`src/rtl/xpmwrap_sdpram_ctrl_pkg.sv`:
```
// rtl/xpmwrap_sdpram_ctrl_pkg.sv - shared constants and width helpers for the sdpram controller
package xpmwrap_sdpram_ctrl_pkg;

    localparam int READ_LATENCY      = 2;
    localparam int NUM_WR            = 2;
    localparam int RSP_DEPTH_DEFAULT = 4;

    function automatic int strb_width(input int data_width, input int byte_width);
        return data_width / byte_width;
    endfunction

    // Counter must hold the value DEPTH itself, hence depth+1 states.
    function automatic int credit_width(input int depth);
        return $clog2(depth + 1);
    endfunction

    typedef logic [$clog2(RSP_DEPTH_DEFAULT + 1)-1:0] credit_t;

endpackage

```
`src/rtl/xpmwrap_sdpram_ctrl_if.sv`:
```
// rtl/xpmwrap_sdpram_ctrl_if.sv - write/read request and read response bundle of the sdpram controller
interface xpmwrap_sdpram_ctrl_if
    import xpmwrap_sdpram_ctrl_pkg::*;
#(
    parameter int ADDR_WIDTH = 6,
    parameter int DATA_WIDTH = 32,
    parameter int BYTE_WIDTH = 8
);
    localparam int SW = strb_width(DATA_WIDTH, BYTE_WIDTH);

    logic [NUM_WR-1:0]            wr_valid;
    logic [NUM_WR-1:0]            wr_ready;
    logic [NUM_WR*ADDR_WIDTH-1:0] wr_addr;
    logic [NUM_WR*DATA_WIDTH-1:0] wr_data;
    logic [NUM_WR*SW-1:0]         wr_strb;
    logic                         rd_req_valid;
    logic                         rd_req_ready;
    logic [ADDR_WIDTH-1:0]        rd_req_addr;
    logic                         rd_rsp_valid;
    logic                         rd_rsp_ready;
    logic [DATA_WIDTH-1:0]        rd_rsp_data;

    modport master (
        output wr_valid, wr_addr, wr_data, wr_strb, rd_req_valid, rd_req_addr, rd_rsp_ready,
        input  wr_ready, rd_req_ready, rd_rsp_valid, rd_rsp_data
    );

    modport slave (
        input  wr_valid, wr_addr, wr_data, wr_strb, rd_req_valid, rd_req_addr, rd_rsp_ready,
        output wr_ready, rd_req_ready, rd_rsp_valid, rd_rsp_data
    );

endinterface

```
`src/rtl/xpmwrap_sync_fifo.sv`:
```
// rtl/xpmwrap_sync_fifo.sv - synchronous FIFO with registered head-of-queue output
module xpmwrap_sync_fifo #(
    parameter int DEPTH = 4,
    parameter int WIDTH = 32,
    localparam int CW = $clog2(DEPTH + 1),
    localparam int PW = (DEPTH > 1) ? $clog2(DEPTH) : 1
) (
    input  logic             clk,
    input  logic             rst_n,
    input  logic             push,
    input  logic [WIDTH-1:0] push_data,
    input  logic             pop,
    output logic [WIDTH-1:0] rd_data,
    output logic [CW-1:0]    count,
    output logic             full,
    output logic             empty
);

    logic [WIDTH-1:0] mem_q [DEPTH];
    logic [PW-1:0]    wr_ptr_q, rd_ptr_q, rd_ptr_nxt;
    logic [CW-1:0]    count_nxt;
    logic             do_pop;

    function automatic logic [PW-1:0] inc(input logic [PW-1:0] p);
        return (p == PW'(DEPTH - 1)) ? '0 : p + 1'b1;
    endfunction

    assign full   = (count == CW'(DEPTH));
    assign empty  = (count == '0);
    assign do_pop = pop & ~empty;

    always_comb begin
        rd_ptr_nxt = do_pop ? inc(rd_ptr_q) : rd_ptr_q;
        count_nxt  = count + CW'(push) - CW'(do_pop);
    end

    always_ff @(posedge clk) begin
        if (push) mem_q[wr_ptr_q] <= push_data;
    end

    // rd_data always shows the next head; a push landing in the head slot bypasses the array.
    always_ff @(posedge clk or negedge rst_n) begin
        if (!rst_n) begin
            wr_ptr_q <= '0;
            rd_ptr_q <= '0;
            count    <= '0;
            rd_data  <= '0;
        end else begin
            if (push) wr_ptr_q <= inc(wr_ptr_q);
            rd_ptr_q <= rd_ptr_nxt;
            count    <= count_nxt;
            if (count_nxt != '0)
                rd_data <= (push && (rd_ptr_nxt == wr_ptr_q)) ? push_data : mem_q[rd_ptr_nxt];
        end
    end

endmodule

```
`src/rtl/xpmwrap_sdpram_ctrl.sv`:
```
// rtl/xpmwrap_sdpram_ctrl.sv - round-robin write / credited read controller for one sdpram instance
// Optional same-address read stall: XPMWRAP_SDPRAM_CTRL_HAZARD_EN.
module xpmwrap_sdpram_ctrl
    import xpmwrap_sdpram_ctrl_pkg::*;
#(
    parameter int ADDR_WIDTH = 6,
    parameter int DATA_WIDTH = 32,
    parameter int BYTE_WIDTH = 8,
    parameter int RSP_DEPTH  = 4
) (
    input  logic                  clk,
    input  logic                  rst_n,
    xpmwrap_sdpram_ctrl_if.slave  bus,
    output logic                  mem_ena,
    output logic [DATA_WIDTH/BYTE_WIDTH-1:0] mem_wea,
    output logic [ADDR_WIDTH-1:0] mem_addra,
    output logic [DATA_WIDTH-1:0] mem_dina,
    output logic                  mem_enb,
    output logic                  mem_regceb,
    output logic [ADDR_WIDTH-1:0] mem_addrb,
    input  logic [DATA_WIDTH-1:0] mem_doutb
);

    localparam int SW = strb_width(DATA_WIDTH, BYTE_WIDTH);
    localparam int CW = credit_width(RSP_DEPTH);

    logic                    run_q;
    logic                    rr_ptr_q;
    logic [READ_LATENCY-1:0] vld_q;
    logic [NUM_WR-1:0]       grant;
    logic                    gidx;
    logic                    accept, pop, credit_ok, hazard;
    logic [CW-1:0]           fifo_count;
    logic                    fifo_full, fifo_empty;
    int                      outstanding;

    // run_q doubles as regceb and keeps every combinational grant low while in reset.
    always_comb begin
        grant[0] = run_q & bus.wr_valid[0] & (~bus.wr_valid[1] | ~rr_ptr_q);
        grant[1] = run_q & bus.wr_valid[1] & (~bus.wr_valid[0] |  rr_ptr_q);
    end

    assign gidx         = grant[1];
    assign bus.wr_ready = grant;
    assign mem_ena      = |grant;

    always_comb begin
        mem_wea   = '0;
        mem_addra = '0;
        mem_dina  = '0;
        if (mem_ena) begin
            mem_wea   = gidx ? bus.wr_strb[2*SW-1:SW]                 : bus.wr_strb[SW-1:0];
            mem_addra = gidx ? bus.wr_addr[2*ADDR_WIDTH-1:ADDR_WIDTH] : bus.wr_addr[ADDR_WIDTH-1:0];
            mem_dina  = gidx ? bus.wr_data[2*DATA_WIDTH-1:DATA_WIDTH] : bus.wr_data[DATA_WIDTH-1:0];
        end
    end

`ifdef XPMWRAP_SDPRAM_CTRL_HAZARD_EN
    assign hazard = mem_ena && (mem_addra == bus.rd_req_addr);
`else
    assign hazard = 1'b0;
`endif

    // Reads in the latency pipe plus buffered words must leave a free slot for a new read.
    always_comb outstanding = $countones(vld_q) + int'(fifo_count) - int'(pop);

    assign pop              = bus.rd_rsp_valid & bus.rd_rsp_ready;
    assign credit_ok        = run_q & (outstanding < RSP_DEPTH);
    assign bus.rd_req_ready = credit_ok & ~hazard;
    assign accept           = bus.rd_req_valid & bus.rd_req_ready;
    assign mem_enb          = accept;
    assign mem_addrb        = accept ? bus.rd_req_addr : '0;
    assign mem_regceb       = run_q;
    assign bus.rd_rsp_valid = ~fifo_empty;

    always_ff @(posedge clk or negedge rst_n) begin
        if (!rst_n) begin
            run_q    <= 1'b0;
            rr_ptr_q <= 1'b0;
            vld_q    <= '0;
        end else begin
            run_q <= 1'b1;
            if (mem_ena) rr_ptr_q <= ~gidx;
            vld_q <= {vld_q[READ_LATENCY-2:0], accept};
        end
    end

    xpmwrap_sync_fifo #(
        .DEPTH (RSP_DEPTH),
        .WIDTH (DATA_WIDTH)
    ) u_rsp_fifo (
        .clk       (clk),
        .rst_n     (rst_n),
        .push      (vld_q[READ_LATENCY-1]),
        .push_data (mem_doutb),
        .pop       (pop),
        .rd_data   (bus.rd_rsp_data),
        .count     (fifo_count),
        .full      (fifo_full),
        .empty     (fifo_empty)
    );

    assert property (@(posedge clk) disable iff (!rst_n) !(vld_q[READ_LATENCY-1] && fifo_full));

endmodule

```
`src/flat_wrapper.sv`:
```
// flat-port wrapper written by rule: the top's interface ports become plain ports
module xpmwrap_sdpram_ctrl_flat import xpmwrap_sdpram_ctrl_pkg::*;
#(
    parameter int ADDR_WIDTH = 6,
    parameter int DATA_WIDTH = 32,
    parameter int BYTE_WIDTH = 8,
    parameter int RSP_DEPTH  = 4
)
  (clk, rst_n, mem_ena, mem_wea, mem_addra, mem_dina, mem_enb, mem_regceb, mem_addrb, mem_doutb, bus_wr_valid, bus_wr_addr, bus_wr_data, bus_wr_strb, bus_rd_req_valid, bus_rd_req_addr, bus_rd_rsp_ready, bus_wr_ready, bus_rd_req_ready, bus_rd_rsp_valid, bus_rd_rsp_data);
  xpmwrap_sdpram_ctrl_if #(.ADDR_WIDTH(ADDR_WIDTH), .DATA_WIDTH(DATA_WIDTH), .BYTE_WIDTH(BYTE_WIDTH)) bus_i ();
  input  logic clk;
  input  logic rst_n;
  output logic mem_ena;
  output logic [DATA_WIDTH/BYTE_WIDTH-1:0] mem_wea;
  output logic [ADDR_WIDTH-1:0] mem_addra;
  output logic [DATA_WIDTH-1:0] mem_dina;
  output logic mem_enb;
  output logic mem_regceb;
  output logic [ADDR_WIDTH-1:0] mem_addrb;
  input  logic [DATA_WIDTH-1:0] mem_doutb;
  input wire logic [$bits(bus_i.wr_valid)-1:0] bus_wr_valid;
  input wire logic [$bits(bus_i.wr_addr)-1:0] bus_wr_addr;
  input wire logic [$bits(bus_i.wr_data)-1:0] bus_wr_data;
  input wire logic [$bits(bus_i.wr_strb)-1:0] bus_wr_strb;
  input wire logic [$bits(bus_i.rd_req_valid)-1:0] bus_rd_req_valid;
  input wire logic [$bits(bus_i.rd_req_addr)-1:0] bus_rd_req_addr;
  input wire logic [$bits(bus_i.rd_rsp_ready)-1:0] bus_rd_rsp_ready;
  output wire logic [$bits(bus_i.wr_ready)-1:0] bus_wr_ready;
  output wire logic [$bits(bus_i.rd_req_ready)-1:0] bus_rd_req_ready;
  output wire logic [$bits(bus_i.rd_rsp_valid)-1:0] bus_rd_rsp_valid;
  output wire logic [$bits(bus_i.rd_rsp_data)-1:0] bus_rd_rsp_data;
  assign bus_i.wr_valid = bus_wr_valid;
  assign bus_i.wr_addr = bus_wr_addr;
  assign bus_i.wr_data = bus_wr_data;
  assign bus_i.wr_strb = bus_wr_strb;
  assign bus_i.rd_req_valid = bus_rd_req_valid;
  assign bus_i.rd_req_addr = bus_rd_req_addr;
  assign bus_i.rd_rsp_ready = bus_rd_rsp_ready;
  assign bus_wr_ready = bus_i.wr_ready;
  assign bus_rd_req_ready = bus_i.rd_req_ready;
  assign bus_rd_rsp_valid = bus_i.rd_rsp_valid;
  assign bus_rd_rsp_data = bus_i.rd_rsp_data;
  xpmwrap_sdpram_ctrl #(.ADDR_WIDTH(ADDR_WIDTH), .DATA_WIDTH(DATA_WIDTH), .BYTE_WIDTH(BYTE_WIDTH), .RSP_DEPTH(RSP_DEPTH)) u_core (.clk(clk), .rst_n(rst_n), .bus(bus_i), .mem_ena(mem_ena), .mem_wea(mem_wea), .mem_addra(mem_addra), .mem_dina(mem_dina), .mem_enb(mem_enb), .mem_regceb(mem_regceb), .mem_addrb(mem_addrb), .mem_doutb(mem_doutb));
endmodule
```
`config.mk`:
```
export PLATFORM = sky130hd
export DESIGN_NAME = xpmwrap_sdpram_ctrl_flat
export DESIGN_NICKNAME = d
export VERILOG_FILES = /design/src/rtl/xpmwrap_sdpram_ctrl_pkg.sv /design/src/rtl/xpmwrap_sdpram_ctrl_if.sv /design/src/rtl/xpmwrap_sync_fifo.sv /design/src/rtl/xpmwrap_sdpram_ctrl.sv /design/src/flat_wrapper.sv
export SDC_FILE = /design/constraint.sdc
export NUM_CORES = 1
export LEC_CHECK = 0
export CORE_AREA = 2 2 135 137
export CTS_BUF_LIST = sky130_fd_sc_hd__clkbuf_8 sky130_fd_sc_hd__clkbuf_16
export DETAILED_ROUTE_END_ITERATION = 10
export DIE_AREA = 0 0 137 139
export PLACE_DENSITY = 0.77
export SLEW_MARGIN = 30
export SYNTH_ARGS = -nofsm -noshare
export SYNTH_HDL_FRONTEND = slang
export SYNTH_HIERARCHICAL = 1
export SYNTH_SLANG_ARGS = --single-unit
```
`constraint.sdc`:
```
create_clock -name clk -period 5.4 [get_ports clk]
set_clock_uncertainty 0.15 [all_clocks]
set_input_delay 1.35 -clock clk [delete_from_list [all_inputs] [get_ports clk]]
set_output_delay 1.35 -clock clk [all_outputs]
set_load 0.005 [all_outputs]
```
# Yosys cells after proc, flatten, opt, wreduce, memory -nomap -nowiden

Memory sizes are Yosys's and may differ from the RTL's. A register that Yosys moved wholly into a read port is not among the register bits.
Cells that the tools add are included.

RAM bits: 128
Memories kept: 1
Bits in registers: 11
Input port bits: 128
Output and inout port bits: 87
Logic and storage cells: 48

$add $sub $neg: 7
Reductions and logical operators: 4
Muxes and demuxes: 12
Equality and inequality tests: 2
Bitwise logic cells: 15
Magnitude comparators: 1

Memory list:

| memory                  | words | bits a word | rd ports | clocked after Yosys merged registers in | wr ports | RTL line                | source |
|---|---|---|---|---|---|---|---|
| u_core.u_rsp_fifo.mem_q | 4     | 32          | 1        | 1                                       | 1        | xpmwrap_sync_fifo.sv:19 | `logic [WIDTH-1:0] mem_q [DEPTH];` |

Operators by type and width:

| operator                                                                      | number |
|---|---|
| 32-bit 2-to-1 mux                                                             | 2 |
| 32-bit by 4-bit adder with 32-bit output                                      | 1 |
| 32-bit by 4-bit less-than comparator with 1-bit output, second input constant | 1 |
| 32-bit by 2-bit subtractor with 32-bit output                                 | 1 |
| 6-bit 2-to-1 mux                                                              | 3 |
| 1-bit AND                                                                     | 8 |
| 4-bit 2-to-1 mux                                                              | 2 |
| 2-bit 2-to-1 mux                                                              | 3 |
| 1-bit NOT                                                                     | 5 |
| 2-bit by 1-bit adder with 2-bit output, second input constant                 | 2 |
| 2-bit == test, second input constant                                          | 2 |
| 3-bit by 1-bit adder with 3-bit output                                        | 1 |
| 3-bit zero test                                                               | 1 |
| 3-bit nonzero test                                                            | 1 |
| 3-bit by 1-bit subtractor with 3-bit output                                   | 1 |
| 1-bit by 1-bit adder with 2-bit output                                        | 1 |
| 1-bit 2-to-1 mux                                                              | 2 |
| 1-bit OR                                                                      | 2 |
| 2-bit OR reduction                                                            | 1 |
| 1-bit zero test                                                               | 1 |

# Longest topological paths before layout

Depth in word-level cells: 8
Depth in mapped cells: 14
Mapped depth without buffers: 13

# Hierarchy

Netlist, hierarchy kept.

Modules (own cells, without submodules):

| module              | sequential area each (um^2) | area an instance (um^2) | cells each | times used |
|---|---|---|---|---|
| xpmwrap_sync_fifo   | 4819.6                      | 6998.0                  | 422        | 1 |
| xpmwrap_sdpram_ctrl | 100.1                       | 1157.4                  | 205        | 1 |

# Worst setup path before layout

No wires, ideal clock.

Path type: input-to-output
From: input port bus_rd_rsp_ready
To: output port mem_enb
Required time: 3900 ps
Arrival: 2749 ps
Buffers on the path: 1
Path slack: 1151 ps
Cell stages on the path: 8
Cells stage by stage: nor2b_1 ha_1 inv_1 ha_1 a21oi_1 and2_1 buf_1 a211oi_1

Word-level cells in the longest chain between the ends: 5

RTL lines:

| element                                                | RTL line                  | source |
|---|---|---|
| from (decl)                                            | flat_wrapper.sv:27        | `input wire logic [$bits(bus_i.rd_rsp_ready)-1:0] bus_rd_rsp_ready;` |
| 1-bit AND                                              | xpmwrap_sdpram_ctrl.sv:67 | `assign pop = bus.rd_rsp_valid & bus.rd_rsp_ready;` |
| 32-bit by 2-bit subtractor with 32-bit output          | xpmwrap_sdpram_ctrl.sv:65 | `always_comb outstanding = $countones(vld_q) + int'(fifo_count) - int'(pop);` |
| 32-bit by 4-bit less-than comparator with 1-bit output | xpmwrap_sdpram_ctrl.sv:68 | `assign credit_ok = run_q & (outstanding < RSP_DEPTH);` |
| 1-bit AND                                              | xpmwrap_sdpram_ctrl.sv:68 |  |
| 1-bit AND                                              | xpmwrap_sdpram_ctrl.sv:70 | `assign accept = bus.rd_req_valid & bus.rd_req_ready;` |
| to (decl)                                              | flat_wrapper.sv:17        | `output logic mem_enb;` |

Every way passes these cells.

# Worst setup path after layout

From: input port bus_rd_rsp_ready
To: output port bus_rd_req_ready

Word-level cells in the longest chain between the ends: 4

RTL lines:

| element                                                | RTL line                  | source |
|---|---|---|
| 1-bit AND                                              | xpmwrap_sdpram_ctrl.sv:67 |  |
| named net u_core.pop                                   | xpmwrap_sdpram_ctrl.sv:32 | `logic accept, pop, credit_ok, hazard;` |
| 32-bit by 2-bit subtractor with 32-bit output          | xpmwrap_sdpram_ctrl.sv:65 |  |
| 32-bit by 4-bit less-than comparator with 1-bit output | xpmwrap_sdpram_ctrl.sv:68 |  |
| 1-bit AND                                              | xpmwrap_sdpram_ctrl.sv:68 |  |
| to (decl)                                              | flat_wrapper.sv:29        | `output wire logic [$bits(bus_i.rd_req_ready)-1:0] bus_rd_req_ready;` |

The timed path passes the listed nets, and every way through them passes these cells.

==> flow_metrics.env <==
export IMPL_wirelength_mm=20.70
export IMPL_ir_drop_v=0.0003497
export IMPL_drt_pass1_iter_count=5
export IMPL_viasPerCell=5.436
export IMPL_crit_path_start_kind="primary input"
export IMPL_reg2reg_from="u_core/u_rsp_fifo/count[2]$_DFF_PN0_"
export IMPL_crit_required_ns=3.90
export IMPL_cts_root_buf="clkbuf_16"
export IMPL_clkSlewWorstSetupHoldPaths_ns=0.06
export IMPL_clkPwrFrac_pct=19.8
export IMPL_maxCapViolCount=0
export IMPL_cts_htree_levels=4
export IMPL_max_freq_mhz=191.4
export IMPL_mappedNetlistArea_um2=8150
export IMPL_routedWlPerCell_um=19.38
export IMPL_p_switching_w=0.002033
export IMPL_coreArea_um2=17660
export IMPL_dpl_instance_area_um2=10490
export IMPL_dpl_hpwl_mm=13.84
export IMPL_antenna_cells=0
export IMPL_worstHoldStart="u_core/vld_q[0]$_DFF_PN0_"
export IMPL_synth_nets=768
export IMPL_holdPathStages=0
export IMPL_power_leakage_nw=4.143
export IMPL_rr_worst_depth=15
export IMPL_final_hold_violation_count=0
export IMPL_swShare_pct=34.60
export IMPL_pwr_share_seq_pct=32.0
export IMPL_clkLatencyLatePin_ns=0.42
export IMPL_r2r_end="u_core/u_rsp_fifo/rd_data[9]$_DFFE_PN0P_"
export IMPL_first_global_vias=5982
export IMPL_drtAntennaViolNets=0
export IMPL_fillers=1303
export IMPL_hold_path_class="reg2reg"
export IMPL_cts_sinks=171
export IMPL_endpoint_kind="output pin"
export IMPL_power_density_nw_per_um2=530.5
export IMPL_clockBufferDepth=2
export IMPL_grt_first_pass_wirelength_mm=31.18
export IMPL_routed_via_count=5806
export IMPL_worst_pin_slew_ns=0.9715
export IMPL_fp_dieW_um=137
export IMPL_critPathMaxFanout=8
export IMPL_post_route_min_period_ns=5.225
export IMPL_grt_max_degree=52
export IMPL_fin_tns_setup_ns=0
export IMPL_min_period_over_period_pct=96.75
export IMPL_rows=49
export IMPL_whs_ns=0.2305
export IMPL_crit_chain="clkdlybuf4s50_1, nor2b_1, ha_1, inv_1, ha_1, a21oi_1, a221oi_4, a211oi_1, clkdlybuf4s50_1"
export IMPL_path_class="in2out"
export IMPL_antenna_found_initial=0
export IMPL_drt_iter0_markers=354
export IMPL_finalMaxSlewViolations=0
export IMPL_comb_power_share_pct=48.1
export IMPL_grt_overflow=0
export IMPL_holdPathEnd="u_core/vld_q[1]$_DFF_PN0_"
export IMPL_internal_power_w=0.003842
export IMPL_routabilityCongestion=0.8873
export IMPL_cts_buffers=17
export IMPL_drc=0
export IMPL_initial_utilization_pct=46.16
export IMPL_post_route_util_pct=62.72
export IMPL_status="complete, no violations"
export IMPL_ys_warnings_count=6
export IMPL_area_delta_synth_final_pct=35.88
export IMPL_port_buffers=214
export IMPL_fin_area_um2=11070
export IMPL_fp_dieH_um=139
export IMPL_synth_area_per_cell_um2=13.02
export IMPL_layout_nets=968
export IMPL_arrival_ns=3.72
export IMPL_max_stage_delay_ns=0.57
export IMPL_die_area_um2=19040
export IMPL_slew_headroom_pct=35.23
export IMPL_ios=215
export IMPL_finalSetupViolCount=0
export IMPL_track_usage_pct=21.88
export IMPL_syn_inst=626
export IMPL_critPathSlowestCell="clkdlybuf4s50_1"
export IMPL_reg2reg_slack_ns=1.60
export IMPL_rsz0062_at_grt="no"
export IMPL_drive_gt1_share_pct=13.71
export IMPL_cts_tree="built"
[cell type report]
type                       count  area [um2]  share of cell area (%)
inverter                      51       191.4                   1.729
multi-input combinational    359        2833                   25.58
timing repair buffer         226        2267                   20.47
sequential                   171        4920                   44.42
tap                          229       286.5                   2.587
clock buffer                  20       466.7                   4.214
clock inverter                12       110.1                  0.9942
[power groups by stage]
stage / registers, W / clock network, W / logic (W)
after floorplan: 0.00188 / 0 / 0.00193
after global placement: 0.00189 / 0 / 0.00272
after detailed placement: 0.00191 / 0 / 0.00283
after CTS: 0.00188 / 0.00119 / 0.00285
after global routing: 0.00191 / 0.00124 / 0.00308
final: 0.00188 / 0.00117 / 0.00283
[flip-flops by register name, summed over array words and instances (netlist names)]
signal	cells
u_core/rr_ptr_q	1
u_core/u_rsp_fifo/count	3
u_core/u_rsp_fifo/mem_q	128
u_core/u_rsp_fifo/wr_ptr_q	2
u_core/u_rsp_fifo/rd_data	32
u_core/u_rsp_fifo/rd_ptr_q	2
u_core/mem_regceb	1
u_core/vld_q	2
[per-layer routing]
layer / GRT usage (%) / vias up / share of wire (%) / routed length (um)
met5: 0 / - / 0 / 0
met4: 8.790 / 0 / 2.9 / 609
met3: 5.336 / 26 / 6.1 / 1258
met2: 40.38 / 208 / 54 / 11100
met1: 23.57 / 2865 / 37 / 7729
li1: - / 2707 / - / -
[layout by cell type, fill, tap and decap left out, types with 2 or more instances in the layout]
cell type and count:
clkdlybuf4s50_1 213, edfxtp_1 128, mux2i_1 65, inv_1 56
nand2_1 45, a21oi_1 45, nand3_1 44, dfrtp_1 43
o21ai_0 40, mux2_2 32, o221ai_2 30, clkbuf_16 17
ha_1 13, buf_4 10, a211oi_1 8, o21ai_1 5
and2_2 4, clkbuf_8 3, clkinv_2 3, nor2_1 3
buf_12 3, xnor2_1 3, bufinv_16 2, and2_1 2
mux2i_4 2
[critical path: cells and delay by family]
kind,cells,cell delay [ns]
compound gates,3,0.68
simple gates,1,0.17
fa+ha+maj,2,0.46
buf+inv,3,1.06
[how the worst max path moves through the flow]
stage / from / endpoint / slack (ns)
floorplan: bus_rd_rsp_ready / mem_enb / 1.15
global placement: bus_rd_rsp_ready / bus_rd_req_ready / 0.28
detailed placement: bus_rd_rsp_ready / bus_rd_req_ready / 0.21
CTS: bus_rd_rsp_ready / bus_rd_req_ready / 0.19
global route: bus_rd_rsp_ready / mem_enb / 0.05
finish: bus_rd_rsp_ready / bus_rd_req_ready / 0.18
[stage by stage]
step	instances	worst slack, ns	power [W]
floorplan	626	1.151	0.003804
global placement	1036	0.2832	0.004605
detailed placement	1036	0.2147	0.004737
CTS	1068	0.1920	0.005925
global route	1068	0.05202	0.006227
finish	1068	0.1754	0.005875
[what timing repair did]
action                                 in CTS  in global routing
hold buffers                                0                  0
gates resized for setup                     0                  1
endpoints found under the hold margin       0                  0
setup buffers                               0                  0
setup endpoints to repair                   0                  1
Note: power is estimated with default switching activity, not from simulation.
